<file path="config.mk">
export PLATFORM = sky130hd
export DESIGN_NAME = mips_fetch_stage
export DESIGN_NICKNAME = d
export VERILOG_FILES = /design/src/rtl/mips_fetch_pkg.sv /design/src/rtl/mips_fetch_stage_next_pc.sv /design/src/rtl/mips_fetch_stage.sv
export SDC_FILE = /design/constraint.sdc
export NUM_CORES = 1
export LEC_CHECK = 0
export ABC_AREA = 0
export CORE_ASPECT_RATIO = 0.75
export CORE_MARGIN = 2
export CORE_UTILIZATION = 42
export CTS_BUF_LIST = sky130_fd_sc_hd__clkbuf_2 sky130_fd_sc_hd__clkbuf_4 sky130_fd_sc_hd__clkbuf_8
export DETAILED_ROUTE_END_ITERATION = 12
export PLACE_DENSITY = 0.71
export SLEW_MARGIN = 40
export SYNTH_ARGS = -nofsm -noshare
export SYNTH_HDL_FRONTEND = slang
export SYNTH_SLANG_ARGS = --single-unit
</file>
<file path="constraint.sdc">
create_clock -name clock -period 5.7 [get_ports clock]
set_clock_uncertainty 0.2 [all_clocks]
set_input_delay 0.855 -clock clock [delete_from_list [all_inputs] [get_ports clock]]
set_output_delay 0.855 -clock clock [all_outputs]
set_load 0.02 [all_outputs]
</file>
<file path="src/rtl/mips_fetch_pkg.sv">
// mips_fetch_pkg: shared fetch-stage state encoding, instruction width and decoder opcodes.
package mips_fetch_pkg;
    localparam int INSTR_W = 32;

    localparam logic [5:0] OP_RTYPE = 6'h00;
    localparam logic [5:0] OP_LW    = 6'h23;
    localparam logic [5:0] OP_SW    = 6'h2b;
    localparam logic [5:0] OP_BEQ   = 6'h04;
    localparam logic [5:0] OP_ADDI  = 6'h08;
    localparam logic [5:0] OP_J     = 6'h02;

`ifdef MIPS_FETCH_TIMEOUT_EN
    typedef enum logic [1:0] {S_IDLE, S_FETCH, S_HOLD, S_ERR} fetch_state_t;
`else
    typedef enum logic [1:0] {S_IDLE, S_FETCH, S_HOLD} fetch_state_t;
`endif
endpackage

</file>
<file path="src/rtl/mips_fetch_stage_next_pc.sv">
// mips_next_pc: combinational next-PC select (jump > taken branch > sequential).
module mips_next_pc
    import mips_fetch_pkg::*;
(
    input  logic [31:0]        pc,
    input  logic [INSTR_W-1:0] instr,
    input  logic               branch,
    input  logic               jump,
    input  logic               zero,
    output logic [31:0]        next_pc
);
    logic [31:0] pc_plus4;

    always_comb begin
        pc_plus4 = pc + 32'd4;
        next_pc  = jump            ? {pc_plus4[31:28], instr[25:0], 2'b00} :
                   (branch & zero) ? pc_plus4 + {{14{instr[15]}}, instr[15:0], 2'b00} :
                                     pc_plus4;
    end
endmodule

</file>
<file path="src/rtl/mips_fetch_stage.sv">
// mips_fetch_stage: PC register and req/ack instruction fetch feeding the MIPS decoders.
// Optional ack timeout with sticky error state when MIPS_FETCH_TIMEOUT_EN is defined.
module mips_fetch_stage
    import mips_fetch_pkg::*;
#(
    parameter logic [31:0] RESET_PC       = 32'h0000_0000,
    parameter int          TIMEOUT_CYCLES = 15
) (
    input  logic               clock,
    input  logic               reset_n,
    output logic               imem_req,
    output logic [31:0]        imem_addr,
    input  logic               imem_ack,
    input  logic [INSTR_W-1:0] imem_rdata,
    output logic               instr_valid,
    input  logic               instr_ready,
    output logic [INSTR_W-1:0] instr,
    output logic [5:0]         op,
    output logic [5:0]         funct,
    output logic [31:0]        pc,
    input  logic               branch,
    input  logic               jump,
    input  logic               zero,
    output logic               fetch_err
);
    fetch_state_t state, state_d;
    logic [31:0]  next_pc;

    if (RESET_PC[1:0] != 2'b00 || TIMEOUT_CYCLES < 1) begin : g_bad_param
        $error("mips_fetch_stage: RESET_PC must be word-aligned and TIMEOUT_CYCLES >= 1");
    end

    mips_next_pc u_next_pc (
        .pc      (pc),
        .instr   (instr),
        .branch  (branch),
        .jump    (jump),
        .zero    (zero),
        .next_pc (next_pc)
    );

`ifdef MIPS_FETCH_TIMEOUT_EN
    localparam int CNT_W = $clog2(TIMEOUT_CYCLES + 1);
    logic [CNT_W-1:0] wait_cnt;
    logic             timeout;

    assign timeout = wait_cnt == CNT_W'(TIMEOUT_CYCLES - 1);

    always_ff @(posedge clock or negedge reset_n)
        if (!reset_n)
            wait_cnt <= '0;
        else
            wait_cnt <= (state == S_FETCH && !imem_ack) ? wait_cnt + 1'b1 : '0;

    assign fetch_err = state == S_ERR;
`else
    assign fetch_err = 1'b0;
`endif

    always_comb begin
        state_d = state;
        case (state)
            S_IDLE:  state_d = S_FETCH;
`ifdef MIPS_FETCH_TIMEOUT_EN
            S_FETCH: state_d = imem_ack ? S_HOLD : timeout ? S_ERR : S_FETCH;
`else
            S_FETCH: state_d = imem_ack ? S_HOLD : S_FETCH;
`endif
            S_HOLD:  state_d = instr_ready ? S_FETCH : S_HOLD;
            default: state_d = state;
        endcase
    end

    always_ff @(posedge clock or negedge reset_n)
        if (!reset_n) begin
            state <= S_IDLE;
            pc    <= RESET_PC;
            instr <= '0;
        end else begin
            state <= state_d;
            if (state == S_FETCH && imem_ack)
                instr <= imem_rdata;
            if (state == S_HOLD && instr_ready)
                pc <= next_pc;
        end

    assign imem_req    = state == S_FETCH;
    assign imem_addr   = pc;
    assign instr_valid = state == S_HOLD;
    assign op          = instr[31:26];
    assign funct       = instr[5:0];
endmodule
</file>
Yosys cells after proc, flatten, opt, wreduce, memory -nomap -nowiden
Index checks and enable logic that the tools add are counted.
{"block": "totals", "regBits": 66, "output_inout_bits": 111, "wordCells": 17}
{"block": "classes", "addsub": 2, "eq_ne": 2, "muxes": 5, "bitwise_logic": 1, "n_reduce_logical": 4}
{"cell": "32-bit 2-to-1 mux", "count": 2}
{"cell": "32-bit by 3-bit adder with 32-bit output, second input constant", "count": 1}
{"cell": "32-bit adder", "count": 1}
{"cell": "2-bit one-hot mux with 3 select lines", "count": 1}
{"cell": "2-bit 2-to-1 mux", "count": 2}
{"cell": "3-bit nonzero test", "count": 1}
{"cell": "2-bit by 1-bit == test with 1-bit output, second input constant", "count": 1}
{"cell": "2-bit == test, second input constant", "count": 1}
{"cell": "1-bit logical AND", "count": 2}
{"cell": "2-bit zero test", "count": 1}
{"cell": "1-bit bitwise AND", "count": 1}

Logic depth before layout (Yosys ltp)
{"block": "depth", "word_depth": 4, "mapped_depth": 18}

Cells and area by module
A second synthesis with hierarchy kept.
{"block": "unflattened", "hier_cells": 614, "area_unflattened_um2": 5806.8}
{"mod": "mips_fetch_stage", "instances": 1, "cells_per_inst": 197, "area_per_inst_um2": 3009.1, "seq_area_each_um2": 1651.6}
{"mod": "mips_next_pc", "instances": 1, "cells_per_inst": 417, "area_per_inst_um2": 2797.7, "seq_area_each_um2": 0.0}

Worst setup path before layout
OpenSTA, ideal clock, no wires.
{"block": "synth_path", "kind": "register to register", "start": "reg pc[4], in the netlist imem_addr[4]", "end": "reg pc[31], in the netlist imem_addr[31]", "setup_ns": 0.080, "t_arrival_ns": 3.417, "slack_ns": 2.003, "stages_incl_launch_ff": 18, "path_cell_list": "dfrtp_1 > buf_2 > and4_1 > nand2_1 > nor2_1 > nand2_1 > nor2_1 > xor2_1 > ha_1 > buf_2 > nand4_1 > or3b_1 > a311oi_2 > o21ba_1 > nor3_1 > nor3_2 > mux2i_1 > xnor2_1"}
{"block": "synth_via", "elab_chain_len": 4}
{"item": "start: declaration", "line": "mips_fetch_stage.sv:20", "rtl": "output logic [31:0] pc,"}
{"item": "start signal: assignment", "line": "mips_fetch_stage.sv:84", "rtl": "pc <= next_pc;"}
{"item": "32-bit by 3-bit adder with 32-bit output (*)", "line": "mips_fetch_stage_next_pc.sv:15", "rtl": "pc_plus4 = pc + 32'd4;"}
{"item": "32-bit adder", "line": "mips_fetch_stage_next_pc.sv:17", "rtl": "(branch & zero) ? pc_plus4 + {{14{instr[15]}}, instr[15:0], 2'b00} :"}
{"item": "32-bit 2-to-1 mux", "line": "mips_fetch_stage_next_pc.sv:17"}
{"item": "32-bit 2-to-1 mux (*)", "line": "mips_fetch_stage_next_pc.sv:16", "rtl": "next_pc = jump ? {pc_plus4[31:28], instr[25:0], 2'b00} :"}
Every way passes the cells marked *; elsewhere a longest branch is shown, timed or not.
A chain may end at the register's enable or synchronous reset.

Worst setup path after layout
Ends and elaborated chain as after synthesis.

==> metrics.md <==
| Metric | Value |
|---|---|
| CP endpoint kind | `register` |
| Max stage delay on crit path | `530 ps` |
| R2R Path End | `imem_addr[31]$_DFFE_PN0P_` |
| Vias in the first global route | `5261` |
| Synthesized instance count | `638` |
| Sequential Power Share | `0.208` |
| # setup viols final | `0` |
| Max-slew headroom | `0.545` |
| Pwr dens | `719 mW/mm2` |
| Drt drc | `0` |
| Setup WS pre-CTS | `1590 ps` |
| Top cells by area, synth | `dfrtp_1, ha_1, buf_4, mux2_2, xnor2_1` |
| Total power | `5.05 mW` |
| Crit-path max FO | `10` |
| Final ANT Viol Nets | `0` |
| Max-Cap Viols | `0` |
| Post-synth top area share | `0.285` |
| Sw frac | `0.506` |
| RSZ-0062 raised after global routing | `false` |
| Power share of the clock group | `0.079` |
| CORE AREA | `0.0130 mm2` |
| Buffers on Ports | `144` |
| Tmin final | `4230 ps` |
| Worst Max-Slew Pin Slew | `680 ps` |
| Fin nets | `809` |
| Worst R2R Path Depth | `15` |
| Post-CTS Hold Buffers | `0` |
| Wl on met1 | `8100 um` |
| Final Cell Area | `0.00702 mm2` |
| Yosys warnings | `0` |
| Hold_ws | `284 ps` |
| Postcts setup bufs | `0` |
| DP Wirelength | `12900 um` |
| CTS root buf | `clkbuf_8` |
| Clk_lat worst skew | `360 ps` |
| Max Freq | `236 MHz` |
| Reg clk slew, reported paths | `80 ps` |
| Internal power | `2.50 mW` |
| CP Class | `register to register` |
| Post-cts repair resize count | `0` |
| First-pass GRT wire length | `27700 um` |
| Data arrival, critical path | `4310 ps` |
| FF-to-FF setup slack | `1470 ps` |
| Syn avg cell area | `8.79 um2` |
| Routed vias/inst | `5.83` |
| DR vias | `5270` |
| Total wire length | `17400 um` |
| Clock Sinks | `64` |
| Post-synth EDFFs | `0` |
| FF+latch count, synth | `64` |
| VDD IR max | `331 uV` |
| Post-synth cell types | `75` |
| Post-Layout Cell Count | `904` |
| Leakage | `3.00 nW` |
| Initial Util | `0.431` |
| Initial antenna violation count | `0` |
| Ys async rst share | `1.00` |
| Final WS setup | `1470 ps` |
| Cell Chain, Critical Path | `and4_1 -> nand2_1 -> nor2_1 -> nand2_1 -> nor2_1 -> xor2_1 -> ha_1 -> nand4_1 -> or3b_1 -> a311oi_2 -> o21ba_1 -> nor3_1 -> nor3_2 -> mux2i_1 -> xnor2_1` |
| Commonest non-fill, non-tap cell in the layout | `clkdlybuf4s50_1` |
| Sequential share of the synthesized area | `0.285` |
| Layout area overhead | `25.1%` |
| CTS Buffer Depth | `2` |
| DP Cell Count | `889` |
| Status | `finished clean` |
| Max-slew violation count | `0` |
| Row cnt | `36` |
| Initial DRC count | `554` |
| Mapped Area | `0.00561 mm2` |
| CTS tree | `done` |
| Top sig layer | `met4` |
| Metal2 WL | `7520 um` |
| Hold Crit Class | `primary input to async pin` |
| Die area | `0.0143 mm2` |
| Maximum number of pins on one net before global-route repair | `49` |
| GPL Wtd Cong | `0.986` |
| CP max-delay cell | `dfrtp_1` |
| Hold Vio Cnt, Final | `0` |
| Most frequent cells in the layout | `clkdlybuf4s50_1, nand2_1, dfrtp_1` |
| Die Span Y | `104 um` |
| Remaining Overflow, GRT | `0` |
| N_diodes | `0` |
| Synth Flop Type | `dfrtp_1` |
| Total global routing track utilization | `0.246` |
| Switching power | `2.55 mW` |
| Setup TNS Final | `0 ps` |
| R2R Path Start | `imem_addr[4]$_DFFE_PN0P_` |
| Metal3 WL | `1520 um` |
| Io pins | `150` |
| Wire per inst | `19.3 um` |
| Final worst path period share | `0.743` |
| Die width | `137 um` |
| Area leader, netlist | `dfrtp_1` |
| H-tree Lvls | `3` |
| Critical Path Start Type | `register` |
| TritonCTS Buffers | `9` |
| Placed inst area | `0.00683 mm2` |
| Core Util, Final | `0.539` |
| Layout cell share with drive strength beyond 1 | `0.108` |
| Combinational share of power | `0.713` |
| DR pass1 iterations | `5` |
| Critical Path RT | `5780 ps` |
==> per-layer routing <==
metal | track usage | up-vias
met4 | 0.0685 | 0
met5 | 0 | -
met1 | 0.353 | 2563
met2 | 0.365 | 246
li1 | - | 2441
met3 | 0.0619 | 20
==> cell families after synthesis <==
logic type,count (synthesis),synth area share
AOI/OAI and AO/OA,180,0.216
xor gates and xnor gates,47,0.0734
adders and majority gates,41,0.0928
buffers and inverters,89,0.101
DFF,64,0.285
muxes,37,0.0734
other,1,0.000668
and+or+nand+nor,179,0.158
==> critical path, delay by kind of cell (launching register included) <==
family | cells | cell delay [ps]
multiplexers | 1 | 240
adder cells (fa/ha/maj) | 1 | 440
AND/OR/NAND/NOR | 9 | 1960
XOR/XNOR | 2 | 260
flip-flops | 1 | 530
AO/OA/AOI/OAI | 2 | 520
==> worst max-delay path by stage <==
stage	start	cells after the start	endpoint
after floorplan	imem_addr[4]$_DFFE_PN0P_	17	imem_addr[31]$_DFFE_PN0P_
final	imem_addr[4]$_DFFE_PN0P_	15	imem_addr[31]$_DFFE_PN0P_
after global routing	imem_addr[4]$_DFFE_PN0P_	15	imem_addr[31]$_DFFE_PN0P_
after CTS	imem_addr[4]$_DFFE_PN0P_	15	imem_addr[31]$_DFFE_PN0P_
after global placement	imem_addr[8]$_DFFE_PN0P_	15	imem_addr[31]$_DFFE_PN0P_
after detailed placement	imem_addr[4]$_DFFE_PN0P_	15	imem_addr[31]$_DFFE_PN0P_
==> cell type report <==
cell class	count	area [um2]
flip-flops and latches	64	1600
inverters	13	48.8
fillers	1166	6000
well taps	171	214
repair buffers	152	1500
clock inverters	5	58.8
clock buffers	10	131
multi-input cells	489	3460
==> state kept, by name, summed over array words and instances, names as in the netlist <==
name / flops
state: 2
imem_addr: 30
instr: 32
==> synthesized netlist by cell type, drive strengths merged, types with 15 or more instances <==
library cell / n
xnor2: 33
clkbuf: 15
nand2: 71
ha: 40
mux2: 33
nor2: 32
buf: 61
o21ai: 45
a21oi: 48
a21o: 22
nand3: 15
dfrtp: 64
==> power by group through the flow <==
stage / registers, mW / logic (mW) / clock network [mW]
floorplan: 1.20 / 2.29 / 0
global placement: 1.02 / 3.47 / 0
detailed placement: 1.04 / 3.52 / 0
CTS: 1.04 / 3.56 / 0.409
global route: 1.08 / 3.87 / 0.422
finish: 1.05 / 3.60 / 0.399
No activity file was read; power rests on OpenSTA's default activity.
